## src/rtl/dot_seq_if.sv

```systemverilog
// dot_seq_if: command, operand-buffer and MAC signals of the dot-product sequencer.
// master is the surrounding host/buffer/MAC side, slave is the sequencer itself.
interface dot_seq_if #(parameter int ADDR_W = 8);
  logic              start;
  logic              abort;
  logic [ADDR_W:0]   len;
  logic [ADDR_W-1:0] base_a;
  logic [ADDR_W-1:0] base_b;
  logic              rd_en;
  logic [ADDR_W-1:0] rd_addr_a;
  logic [ADDR_W-1:0] rd_addr_b;
  logic [15:0]       rd_data_a;
  logic [15:0]       rd_data_b;
  logic              mac_enable;
  logic              mac_clear;
  logic [15:0]       mac_a;
  logic [15:0]       mac_b;
  logic [15:0]       mac_result;
  logic              busy;
  logic              done;
  logic [15:0]       result;
  modport master (
    output start, abort, len, base_a, base_b, rd_data_a, rd_data_b, mac_result,
    input  rd_en, rd_addr_a, rd_addr_b, mac_enable, mac_clear, mac_a, mac_b, busy, done, result
  );
  modport slave (
    input  start, abort, len, base_a, base_b, rd_data_a, rd_data_b, mac_result,
    output rd_en, rd_addr_a, rd_addr_b, mac_enable, mac_clear, mac_a, mac_b, busy, done, result
  );
endinterface

```

## src/rtl/dot_seq_ctrl.sv

```systemverilog
// dot_seq_ctrl: streams two operand vectors from synchronous-read buffers into a MAC,
// one dot product per command, and captures the MAC result on completion.
module dot_seq_ctrl #(
  parameter int ADDR_W = 8
) (
  input logic     clk,
  input logic     rst_n,
  dot_seq_if.slave bus
);
  typedef enum logic [2:0] {IDLE, CLEAR, RUN, CAPT, DONE} state_t;
  state_t            state, nxt;
  logic [ADDR_W:0]   len_q, idx;
  logic [ADDR_W-1:0] ba_q, bb_q;
  logic [15:0]       res_q;
  logic              accept, clr, run, capt;
  assign accept = (state == IDLE || state == DONE) && bus.start;
  assign clr    = state == CLEAR;
  assign run    = state == RUN;
  assign capt   = state == CAPT;
  // idx is the element being addressed: 0 in CLEAR, j+1 in RUN cycle j
  always_ff @(posedge clk or negedge rst_n) begin
    if (!rst_n) begin
      state <= IDLE;
      len_q <= '0;
      idx   <= '0;
      ba_q  <= '0;
      bb_q  <= '0;
      res_q <= '0;
    end else begin
      state <= nxt;
      if (accept) begin
        len_q <= bus.len;
        ba_q  <= bus.base_a;
        bb_q  <= bus.base_b;
        idx   <= '0;
      end else if (clr || run) begin
        idx <= idx + 1'b1;
      end
      if (capt && !bus.abort) res_q <= bus.mac_result;
    end
  end
  always_comb begin
    nxt = state;
    case (state)
      IDLE:    nxt = bus.start ? CLEAR : IDLE;
      CLEAR:   nxt = bus.abort ? IDLE : (len_q == '0 ? CAPT : RUN);
      RUN:     nxt = bus.abort ? IDLE : (idx == len_q ? CAPT : RUN);
      CAPT:    nxt = bus.abort ? IDLE : DONE;
      DONE:    nxt = bus.start ? CLEAR : IDLE;
      default: nxt = IDLE;
    endcase
  end
  assign bus.rd_en      = (clr || run) && idx < len_q;
  assign bus.rd_addr_a  = bus.rd_en ? ba_q + idx[ADDR_W-1:0] : '0;
  assign bus.rd_addr_b  = bus.rd_en ? bb_q + idx[ADDR_W-1:0] : '0;
  assign bus.mac_enable = clr || run;
  assign bus.mac_clear  = clr;
  assign bus.mac_a      = run ? bus.rd_data_a : '0;
  assign bus.mac_b      = run ? bus.rd_data_b : '0;
  assign bus.busy       = clr || run || capt;
  assign bus.done       = state == DONE;
  assign bus.result     = res_q;
endmodule

```

## src/flat_wrapper.sv

```systemverilog
// flat-port wrapper written by rule: the top's interface ports become plain ports
module dot_seq_ctrl_flat 
#(
  parameter int ADDR_W = 8
)
  (clk, rst_n, bus_start, bus_abort, bus_len, bus_base_a, bus_base_b, bus_rd_data_a, bus_rd_data_b, bus_mac_result, bus_rd_en, bus_rd_addr_a, bus_rd_addr_b, bus_mac_enable, bus_mac_clear, bus_mac_a, bus_mac_b, bus_busy, bus_done, bus_result);
  dot_seq_if #(.ADDR_W(ADDR_W)) bus_i ();
  input logic clk;
  input logic rst_n;
  input wire logic [$bits(bus_i.start)-1:0] bus_start;
  input wire logic [$bits(bus_i.abort)-1:0] bus_abort;
  input wire logic [$bits(bus_i.len)-1:0] bus_len;
  input wire logic [$bits(bus_i.base_a)-1:0] bus_base_a;
  input wire logic [$bits(bus_i.base_b)-1:0] bus_base_b;
  input wire logic [$bits(bus_i.rd_data_a)-1:0] bus_rd_data_a;
  input wire logic [$bits(bus_i.rd_data_b)-1:0] bus_rd_data_b;
  input wire logic [$bits(bus_i.mac_result)-1:0] bus_mac_result;
  output wire logic [$bits(bus_i.rd_en)-1:0] bus_rd_en;
  output wire logic [$bits(bus_i.rd_addr_a)-1:0] bus_rd_addr_a;
  output wire logic [$bits(bus_i.rd_addr_b)-1:0] bus_rd_addr_b;
  output wire logic [$bits(bus_i.mac_enable)-1:0] bus_mac_enable;
  output wire logic [$bits(bus_i.mac_clear)-1:0] bus_mac_clear;
  output wire logic [$bits(bus_i.mac_a)-1:0] bus_mac_a;
  output wire logic [$bits(bus_i.mac_b)-1:0] bus_mac_b;
  output wire logic [$bits(bus_i.busy)-1:0] bus_busy;
  output wire logic [$bits(bus_i.done)-1:0] bus_done;
  output wire logic [$bits(bus_i.result)-1:0] bus_result;
  assign bus_i.start = bus_start;
  assign bus_i.abort = bus_abort;
  assign bus_i.len = bus_len;
  assign bus_i.base_a = bus_base_a;
  assign bus_i.base_b = bus_base_b;
  assign bus_i.rd_data_a = bus_rd_data_a;
  assign bus_i.rd_data_b = bus_rd_data_b;
  assign bus_i.mac_result = bus_mac_result;
  assign bus_rd_en = bus_i.rd_en;
  assign bus_rd_addr_a = bus_i.rd_addr_a;
  assign bus_rd_addr_b = bus_i.rd_addr_b;
  assign bus_mac_enable = bus_i.mac_enable;
  assign bus_mac_clear = bus_i.mac_clear;
  assign bus_mac_a = bus_i.mac_a;
  assign bus_mac_b = bus_i.mac_b;
  assign bus_busy = bus_i.busy;
  assign bus_done = bus_i.done;
  assign bus_result = bus_i.result;
  dot_seq_ctrl #(.ADDR_W(ADDR_W)) u_core (.clk(clk), .rst_n(rst_n), .bus(bus_i));
endmodule
```

## config.mk

```make
export PLATFORM = sky130hd
export DESIGN_NAME = dot_seq_ctrl_flat
export DESIGN_NICKNAME = d
export VERILOG_FILES = /design/src/rtl/dot_seq_if.sv /design/src/rtl/dot_seq_ctrl.sv /design/src/flat_wrapper.sv
export SDC_FILE = /design/constraint.sdc
export NUM_CORES = 1
export LEC_CHECK = 0
export ABC_AREA = 1
export CAP_MARGIN = 40
export CORE_ASPECT_RATIO = 1.2
export CORE_MARGIN = 10
export CORE_UTILIZATION = 41
export DETAILED_ROUTE_END_ITERATION = 6
export PLACE_DENSITY = 0.89
export RECOVER_POWER = 50
export SLEW_MARGIN = 20
export SYNTH_ARGS = -nofsm -noshare
export SYNTH_HDL_FRONTEND = slang
export SYNTH_SLANG_ARGS = --single-unit
```

## constraint.sdc

```tcl
create_clock -name clk -period 2.5 [get_ports clk]
set_input_delay 0.75 -clock clk [delete_from_list [all_inputs] [get_ports clk]]
set_output_delay 0.75 -clock clk [all_outputs]
set_load 0.005 [all_outputs]
```

# Word level (Yosys, flattened, before mapping)
# Cells that the tools add are included.
# W data, S select, Z words.
[classes] n_lt_le_gt_ge=1 n_mux=13 n_reduce_logical=11 n_eq_ne=5 n_addsub=3
[op_table] operator="$mux W16" count=2
[op_table] operator="$mux W9" count=2
[op_table] operator="$add A8 B8 Y8" count=2
[op_table] operator="$mux W8" count=2
[op_table] operator="$pmux W3 S4" count=1
[op_table] operator="$add A9 B1 Y9 const B" count=1
[op_table] operator="$eq A9 B9 Y1" count=1
[op_table] operator="$logic_not A9 Y1" count=1
[op_table] operator="$lt A9 B9 Y1" count=1
[op_table] operator="$mux W3" count=3
[op_table] operator="$eq A3 B2 Y1 const B" count=2
[op_table] operator="$eq A3 B1 Y1 const B" count=1
[op_table] operator="$eq A3 B3 Y1 const B" count=1
[op_table] operator="$logic_and A1 B1 Y1" count=3
[op_table] operator="$logic_not A3 Y1" count=1
[op_table] operator="$logic_or A1 B1 Y1" count=3
[op_table] operator="$mux W1" count=3
[op_table] operator="$reduce_bool A2 Y1" count=1
[op_table] operator="$reduce_or A2 Y1" count=1
[op_table] operator="$logic_not A1 Y1" count=1
[totals] out_inout_bits=69 inputBits=77 word_cells=39 reg_bits=53

# Longest topological paths before layout
[logic_depth] word_depth=4 mapped_depth=10 mapped_depth_nobuf=9

# Worst setup path before layout
# No wires, ideal clock.
[synth_timing] kind="register to output" startpoint="register u_core.idx[7]" endpoint="output bus_rd_addr_a[0]" t_required_ns=1.750 path_buffers=1 path_stages_with_launch=8 path_slack_ns=0.266 arrival_time_ns=1.484 cell_sequence="dfrtp_1 > ha_1 > nand2_1 > inv_1 > a21oi_1 > nand4_4 > buf_6 > nor2_2"
[synth_between] elab_chain_len=3
[synth_rtl] element="start: declaration" line="dot_seq_ctrl.sv:12" rtl="logic [ADDR_W:0] len_q, idx;"
[synth_rtl] element="start signal: assignment" line="dot_seq_ctrl.sv:37" rtl="idx <= idx + 1'b1;"
[synth_rtl] element="$lt A9 B9 Y1" line="dot_seq_ctrl.sv:53" rtl="assign bus.rd_en = (clr || run) && idx < len_q;"
[synth_rtl] element="$logic_and A1 B1 Y1" line="dot_seq_ctrl.sv:53"
[synth_rtl] element="$mux W8" line="dot_seq_ctrl.sv:54" rtl="assign bus.rd_addr_a = bus.rd_en ? ba_q + idx[ADDR_W-1:0] : '0;"
[synth_rtl] element="end: declaration" line="flat_wrapper.sv:19" rtl="output wire logic [$bits(bus_i.rd_addr_a)-1:0] bus_rd_addr_a;"
# No other way between the ends.

# Worst setup path in the final report
[layout_timing] startpoint="register u_core.idx[2]" endpoint="output bus_rd_addr_b[3]"
[layout_between] elab_chain_len=3 word_cells_on_any_way=4 cone_classes="add/sub (1); order compare (1); mux (1); reduce/logical (1)"
[layout_rtl] element="$lt A9 B9 Y1" line="dot_seq_ctrl.sv:53"
[layout_rtl] element="$logic_and A1 B1 Y1" line="dot_seq_ctrl.sv:53"
[layout_rtl] element="$mux W8 *" line="dot_seq_ctrl.sv:55" rtl="assign bus.rd_addr_b = bus.rd_en ? bb_q + idx[ADDR_W-1:0] : '0;"
[layout_rtl] element="end: declaration" line="flat_wrapper.sv:20" rtl="output wire logic [$bits(bus_i.rd_addr_b)-1:0] bus_rd_addr_b;"
# Mark *: on every way between the ends. The rest lies on a longest branch, timed or not.

==> qor.csv <==
metric,value,unit
status,"finished, violations left",
violations,setup timing,
via_per_inst,4.87,
final_layout_size_suffix_gt1_share,22.6,%
syn_area_per_cell,6.94,sq um
worstSkewPairLatency,0.33,ns
cpMaxStageDelayCell,dfrtp_2,
peakVddDrop,0.464,mV
nFillCells,619,
startpoint,u_core.idx[2],
start_util,42.7,%
cts_sinks,53,
cts_tree,done,
grt_max_degree,33,
setup_ws,-0.278,ns
crit_top_cell,nand2_2,
finalHoldViolations,0,
core-area,8240,sq um
grt_first_pass_wirelength,20.8,mm
synth_seq_area_share,37.7,%
r2r_slack,0.53,ns
min_period_over_period,111,%
cp-endpoint,bus_rd_addr_b[3],
hold_path.class,register to register,
syn2layout_area_growth,65.1,%
layout_common_cells,"nand2_1 (177), clkdlybuf4s50_1 (92), inv_1 (77), nor2_1 (50)",
crit_path_cell_trace,ha_4 -> nand2_2 -> nand2_2 -> nand2_2 -> nand2_2 -> nand2_2 -> nand4_4 -> buf_8 -> nor2_1 -> buf_2,
die_y,121,um
antenna_found_initial,1,
rsz0062_at_grt,true,
cp_num_buf_inv,2,
path_class,register to output pin,
yosys-top-cells-area,"dfrtp_1 (38%), nand2_1 (20%), inv_1 (9.0%), ha_1 (8.5%), nor2_1 (6.0%)",
worstSetupEndpointType,output pin,
slew_viol_final,0,
syn_area,3520,sq um
final_util,70.5,%
cp_max_fo,7,
rows,36,
die_area,12700,sq um
grt_usage,19.8,%
r2r_cells,5,
drtIter0Drc,259,
place_congestion,0.919,
ys_ff_latch,53,
numCtsBuffers,5,
synthCells,507,
multiInputGateArea,2130,sq um
overflow,0,
drc,0,
final_nets,806,
report.power.total,4.01,mW
seqCellArea,1330,sq um
crit_path_max_incr_delay,0.49,ns
required,1.75,ns
hp-start,u_core.bus.result[12],
clock_path_buffers,2,
netlist.area_leader.share,37.7,%
io_buffer_count,145,
setup_violations,17,
powerDensity,690,nW/um^2
yosys_warnings,0,
grtUsageMet1,19.9,%
worst_slew_pin_slew,1.25,ns
ios,146,
grt_use_met3,7.55,%
worstSetupStartpointType,register,
relSlewSlack,17.0,%
first_pass_iters,5,
cp.depth,10,
max_freq,360,MHz
place_hpwl,9.24,mm
yosysUniqueCellTypes,28,
cts-htree-levels,2,
grt_pass1_vias,4389,
yosysTopAreaCell,dfrtp_1,
r2r_end,u_core.idx[4],
vias,3991,
drv_cap,0,
crit_family,simple AND/OR/NAND/NOR gates,
final_common_cell,nand2_1,
finalCriticalPeriod,2.78,ns
p_leak,3.17,nW
worstPathArrival,2.03,ns
hold_buffers,0,
clk_pin_slew,0.11,ns
postRouteAntennaNets,0,
cts_root_buffer,clkbuf_8,
use_met2,35.6,%
finalWirelength,12.8,mm
synth.net_count,610,
wire_per_inst,15.7,um
r2r_start,u_core.state[0],
clock_skew,0.00765,ns
fp.dieW,105,um
busiest_layer,met2,
[synthesized netlist by cell type (all sizes together)]
master,instances
nand3b,5
nor3,1
buf,7
inv,86
or2,2
clkbuf,5
nand2,190
clkinv,1
xnor2,2
o21bai,2
fa,2
nor2,67
nand3,19
a21oi,11
xor2,6
dfrtp,53
o21ai,12
ha,24
nand4,12
[per-stage QoR]
stage          worst slack [ns]  hold slack (ns)  cell area [sq um]  TNS, ns  instances
4_1_cts                  -0.226            0.407               5680    -3.42        816
5_1_grt                  -0.407            0.521               5810    -5.84        819
6_report                 -0.278            0.486               5810    -4.03        819
3_5_place_dp             -0.296            0.464               5410    -8.52        799
2_1_floorplan             0.266            0.454               3520        0        507
3_3_place_gp             -0.209            0.462               5410    -6.70        799
[routing by layer]
layer  wire (um)  share of wire [%]
met1        4630                 36
met2        6570                 51
met3        1200                9.3
met4         427                3.3
met5           0                  0
[worst register-to-register path, cell delays in order, from the launching register on]
cell      delay [ns]
dfrtp_1         0.43
nor2_1          0.09
nand2_1         0.10
clkbuf_1        0.92
nand2_1         0.19
nor2_1          0.16
[cell families (layout without fill, tap and decap cells)]
family / Yosys count / after routing / synth area share, %
fa+ha+maj: 26 / 26 / 9.67
simple gates: 296 / 296 / 35.9
compound gates: 25 / 25 / 3.70
other cells: 0 / 1 / 0
xor+xnor: 8 / 8 / 1.99
flops: 53 / 53 / 37.7
buf+inv: 99 / 296 / 11.1
[flip-flops by register name, summed over array words and instances (netlist names)]
register	cells
u_core.bus.result	16
u_core.idx	9
u_core.len_q	9
u_core.ba_q	8
u_core.bb_q	8
u_core.state	3
[how the worst min path moves through the flow]
stage	end	slack, ns	cells after the start
after floorplan	u_core.ba_q[0]	0.45	0
after global placement	u_core.bus.result[5]	0.46	2
after detailed placement	u_core.bus.result[12]	0.46	2
after CTS	u_core.bus.result[2]	0.41	1
after global routing	u_core.bus.result[12]	0.52	2
final	u_core.bus.result[12]	0.49	2
[where the power goes]
part | switching, mW | internal, mW | total, mW | leakage [nW]
Combinational | 1.02 | 1.15 | 2.17 | 2.45
Sequential | 0.199 | 1.11 | 1.31 | 0.669
Clock | 0.326 | 0.205 | 0.531 | 0.0452
[area by class of cell]
type / instances / share of cell area, %
multi-input cells: 355 / 36.7
repair buffers: 201 / 30.6
flip-flops and latches: 53 / 22.9
inverters: 87 / 5.62
well taps: 114 / 2.46
clock buffers: 5 / 1.18
clock inverters: 3 / 0.431
diodes: 1 / 0.0431
[timing repair]
action                     in CTS  in global routing
buffers inserted                9                  3
setup endpoints to repair      50                 18
cloned                          0                  0
pin swaps                      14                 10
resized for setup             149                 31
(Power assumes the default switching activity.)
